===== src/rtl/top_proj.sv =====
// DIP switch 1 to LED 1 bridge: two-flop synchroniser, debounce, and a wrapping count of accepted level changes.
// Latency: DEBOUNCE_CYCLES+2 clocks from the first sampling edge to the LED change.
// Backpressure: none; the input is sampled every clock, and glitches shorter than DEBOUNCE_CYCLES are dropped.
module top_proj #(
  parameter int DEBOUNCE_CYCLES = 4
) (
  input  logic       clk,
  input  logic       rst,
  input  logic       GPIO_DIP1,
  output logic       GPIO_LED1,
  output logic [7:0] dip_edges
);

  localparam int CW = $clog2(DEBOUNCE_CYCLES + 1);
  localparam logic [CW-1:0] CNT_LAST = CW'(DEBOUNCE_CYCLES - 1);

  logic          sync1;
  logic          sync2;
  logic          state;
  logic [CW-1:0] cnt;

  // cnt counts consecutive synchronised cycles that disagree with the accepted level.
  always_ff @(posedge clk) begin
    if (rst) begin
      sync1     <= 1'b0;
      sync2     <= 1'b0;
      state     <= 1'b0;
      cnt       <= '0;
      dip_edges <= 8'd0;
    end else begin
      sync1 <= GPIO_DIP1;
      sync2 <= sync1;
      if (sync2 == state) begin
        cnt <= '0;
      end else if (cnt == CNT_LAST) begin
        state     <= sync2;
        cnt       <= '0;
        dip_edges <= dip_edges + 8'd1;
      end else begin
        cnt <= cnt + CW'(1);
      end
    end
  end

  assign GPIO_LED1 = state;

endmodule


===== config.mk =====
export PLATFORM = sky130hd
export DESIGN_NAME = top_proj
export DESIGN_NICKNAME = d
export VERILOG_FILES = /design/src/rtl/top_proj.sv
export SDC_FILE = /design/constraint.sdc
export NUM_CORES = 1
export LEC_CHECK = 0
export ABC_CLOCK_PERIOD_IN_PS = 1390
export BUFFER_PORTS_ARGS = -buffer_cell sky130_fd_sc_hd__buf_4
export CAP_MARGIN = 20
export CORE_UTILIZATION = 45
export CTS_CLUSTER_DIAMETER = 60
export DETAILED_ROUTE_END_ITERATION = 16
export PLACE_DENSITY_LB_ADDON = 0.08
export SYNTH_ARGS = -nofsm -noshare
export SYNTH_HDL_FRONTEND = slang
export SYNTH_SLANG_ARGS = --single-unit

===== constraint.sdc =====
create_clock -name clk -period 1.39 [get_ports clk]
set_input_delay 0.0695 -clock clk [delete_from_list [all_inputs] [get_ports clk]]
set_output_delay 0.0695 -clock clk [all_outputs]
set_load 0.005 [all_outputs]

# After elaboration in Yosys (flattened, before gate mapping)
# Cells that the tools add are included.
dict set report totals {
  regBits 14
  elab_cells 12
}
dict set report op_classes {
  eq_ne 2
  bitwise_logic 1
  reduce_logical 2
  addsub 2
}
# op n
set op_table {}
lappend op_table {{8-bit by 1-bit adder with 8-bit output, second input constant} 1}
lappend op_table {{3-bit by 1-bit adder with 3-bit output, second input constant} 1}
lappend op_table {{3-bit by 2-bit equality test with 1-bit output, second input constant} 1}
lappend op_table {{3-bit OR reduction} 1}
lappend op_table {{2-bit AND reduction} 1}
lappend op_table {{1-bit equality test} 1}
lappend op_table {{1-bit inverter} 1}

# Logic depth before layout (Yosys ltp)
dict set report logic_depth {
  depth_word 3
  ltp_mapped 6
}

# Least setup slack after synthesis
# Ideal clock, no wire load.
dict set report synth_path {
  path_type {register to register}
  start {reg cnt[0]}
  end {reg dip_edges[5]}
  arrival_ps 1452
  path_stages_with_launch 7
  path_slack_ps -133
  t_required_ps 1319
  cell_sequence {dfxtp_1 ha_1 ha_1 buf_4 nand4_2 or4_1 a21oi_1}
}
dict set report synth_between {
  elab_chain_len 2
}
# element line
set synth_lines {}
lappend synth_lines {{start: declaration} 20} ;# logic [CW-1:0] cnt;
lappend synth_lines {{start signal: assignment} 40} ;# cnt <= cnt + CW'(1);
lappend synth_lines {{3-bit by 2-bit equality test with 1-bit output} 35} ;# end else if (cnt == CNT_LAST) begin
lappend synth_lines {{2-bit AND reduction (no line)} n/a}
lappend synth_lines {{end signal: assignment} 38} ;# dip_edges <= dip_edges + 8'd1;
lappend synth_lines {{end: declaration} 11} ;# output logic [7:0] dip_edges
# Every way passes these cells.
# A chain may end at the register's enable or synchronous reset.

# Final worst setup path
# Ends and elaborated chain as after synthesis.

==> metrics.md <==
| Metric | Value |
|---|---|
| Worst Path Required | 1.60 ns |
| YS warnings | 0 |
| CTS tree | done |
| Largest family of logic cells by synthesized area | simple AND/OR/NAND/NOR gates |
| Routed wire per std cell | 12.14 µm |
| Mean post-synth cell area | 9.640 µm² |
| Setup crit end kind | flop |
| RSZ-0062 raised after global routing | yes |
| Drt first pass iters | 4 |
| Congestion Overflow GR | 0 |
| Die H | 38.15 µm |
| Port bufs | 11 |
| Vias | 508 |
| Peak VDD IR | 0.6243 mV |
| Most used cell, CP | ha_4 |
| IO Pins | 12 |
| Register area share after synthesis | 47.66% |
| Vias in the first global route | 445 |
| Final TNS setup | 0 ns |
| Area of placed instances | 765.7 µm² |
| Worst-path clk slew | 0.08 ns |
| Slowest library cell on the worst path | or4_1 |
| Max Cap Viol | 0 |
| Simple-Gate Fraction of Synth Area | 21.70% |
| H-tree depth | 1 |
| Cell Pwr Density | 874.9 nW/µm² |
| Drt drc | 0 |
| Endpoints failing setup | 0 |
| Worst R2R Setup Slack | 0.008 ns |
| Fin. Hold Viols | 0 |
| CP Max Fanout | 6 |
| N_diodes | 0 |
| Fmax | 0.7236 GHz |
| Register area | 282.8 µm² |
| Via density per instance | 5.292 |
| Core ar. | 1156 µm² |
| TritonCTS buffer count | 3 |
| Max Buffers Root-to-Sink | 2 |
| Syn nets | 67 |
| WL final | 1165 µm |
| Fillers | 96 |
| LEAKAGE | 0.0003119 µW |
| Final slew viol count | 0 |
| Root buf cell | clkbuf_4 |
| Initial DRC Count | 11 |
| Initial Utilization | 50.87% |
| Synthesized area | 588.1 µm² |
| Max incr delay on CP | 0.42 ns |
| Area of the multi-input gates | 315.3 µm² |
| Clock Latency Late Sink | 0.27 ns |
| Antenna viol nets, final | 0 |
| Nets | 89 |
| Row count | 12 |
| Dominant cell type by area after synthesis | dfxtp_1 |
| Slew @ Worst Pin | 0.2368 ns |
| GRT Resource Usage Total | 18.36% |
| XOR/XNOR Fraction of Synth Area | 1.489% |
| Worst hold-check path type | in2reg |
| Share of cells above drive strength 1 | 36.59% |
| Worst-path cell chain | ha_4 -> ha_4 -> nand4_4 -> or4_1 -> a21oi_1 |
| Worst slew margin | 84.19% |
| Die X | 38.15 µm |
| Minimum clock period | 1.382 ns |
| Synth Area in Compound Gates | 15.74% |
| Arrival @ worst endpoint | 1.59 ns |
| Mux cell area share after synthesis | 1.702% |
| Post-route cell area | 819.5 µm² |
| Top cells by area in the synthesized netlist | dfxtp_1 48%, a21oi_1 6.8%, ha_1 6.4% |
| Worst Setup Start Kind | flop |
| Largest net degree at the start of global routing | 15 |
| Mapped Cells | 61 |
| Die area | 1455 µm² |
| Clock skew | 0.0002552 ns |
| Status | completed |
| Initial antenna violation count | 0 |
| WS Path Type | reg2reg |
| Fraction of the mapped netlist area in adder cells | 6.383% |
| Library cells used by synthesis | 22 |
| Global-route wire length before repair | 1800 µm |
| Register bit count reported by yosys | 14 |
| Tcrit/Tclk final | 99.43% |
| Area grow syn2layout | 39.36% |
| Top cell type's share of synthesized area | 47.66% |
| Clock sinks | 14 |
| Routability Congestion | 0.6421 |
[critical path: cells and delay by family (launching register included)]
kind	cells	cell delay, ns
and+or+nand+nor	2	0.55
AOI/OAI and AO/OA	1	0.13
DFF	1	0.35
adders and majority gates	2	0.29
[final cells by class]
class,count,share of cell area [%]
flip-flops and latches,14,34.50
inverters,4,1.832
multi-input cells,40,38.47
well taps,14,2.137
repair buffers,20,18.63
clock buffers,4,4.427
[cells by family (layout without fill, tap and decap cells)]
logic type | count (synthesis) | in the layout
flops | 14 | 14
compound gates | 16 | 16
fa+ha+maj | 3 | 3
xor+xnor | 1 | 1
buf+inv | 7 | 28
simple gates | 19 | 19
mux | 1 | 1
[cells in the mapped netlist, drive strengths merged]
master   n
xnor2    1
o31ai    5
nand3b   1
nor4b    1
nand2    1
nor2     1
nand4    2
nor4     2
ha       3
clkbuf   1
o21ai    3
or4      5
a21oi    8
buf      2
nor2b    2
dfxtp   14
nand3    2
mux2i    1
inv      4
or3      2
[sequential cells by signal, indices dropped and copies added, names as in the netlist]
signal and cells:
dip_edges 8, GPIO_LED1 1, sync2 1, cnt 3, sync1 1
[routing by layer]
metal | vias up | track usage (%) | part of all wire, %
met4 | 0 | 5.357 | 0
met2 | 11 | 30.08 | 45
met1 | 229 | 20.94 | 50
met3 | 0 | 8.721 | 4.6
li1 | 268 | - | -
met5 | - | 0 | 0
[power by group]
group | total, µW | leakage, µW | internal, µW | switching (µW)
registers | 406 | 0.000114 | 404 | 1.71
logic | 27.8 | 0.000177 | 13.8 | 13.9
clock network | 283 | 0.0000210 | 159 | 124
[through the flow]
stage                     cells  setup WS [ns]  utilization [%]  hold slack (ns)  total power, µW
after global placement       90        0.05606            66.23           0.2784            439.1
after global routing         96       -0.05839            70.89          0.05683            752.7
after detailed placement     90        0.01566            66.23           0.2869            439.7
final                        96       0.007986            70.89          0.07006            717.0
after floorplan              61        0.01091                -           0.1391            427.2
after CTS                    95      -0.004553            70.24          0.05603            727.5
[cells in the final DEF (no fill, tap or decap)]
master         Yosys  routed
nor4b_1            1       1
or3_1              2       2
inv_2              0       1
or4_1              5       5
ha_1               3       1
xnor2_1            1       1
nand4_4            0       1
clkbuf_4           0       3
ha_4               0       2
nand3_1            2       1
dfxtp_1           14      12
clkbuf_8           0       1
o31ai_1            5       5
nor2b_1            2       2
nand2_1            1       1
inv_1              4       3
nor4_1             2       2
nand3b_1           1       1
o21ai_0            3       3
a21oi_1            8       8
buf_4              1      19
dfxtp_2            0       2
dlygate4sd3_1      0       1
nand3_2            0       1
mux2i_1            1       1
nand4_1            1       1
nor2_1             1       1
[path summary, 6_finish.rpt]
path | end | from | depth (start not counted)
worst max-delay path | dip_edges[5] | cnt[0] | 5
worst min-delay path | dip_edges[4] | rst | 2
worst max register to register | dip_edges[5] | cnt[0] | 5
worst min register to register | sync2 | sync1 | 1
[timing repair]
item,CTS,global route
setup buffers,0,1
endpoints found under the hold margin,1,0
resized for setup,0,0
hold buffers,1,0
endpoints found under the setup margin,1,5
Note: power is estimated with default switching activity, not from simulation.
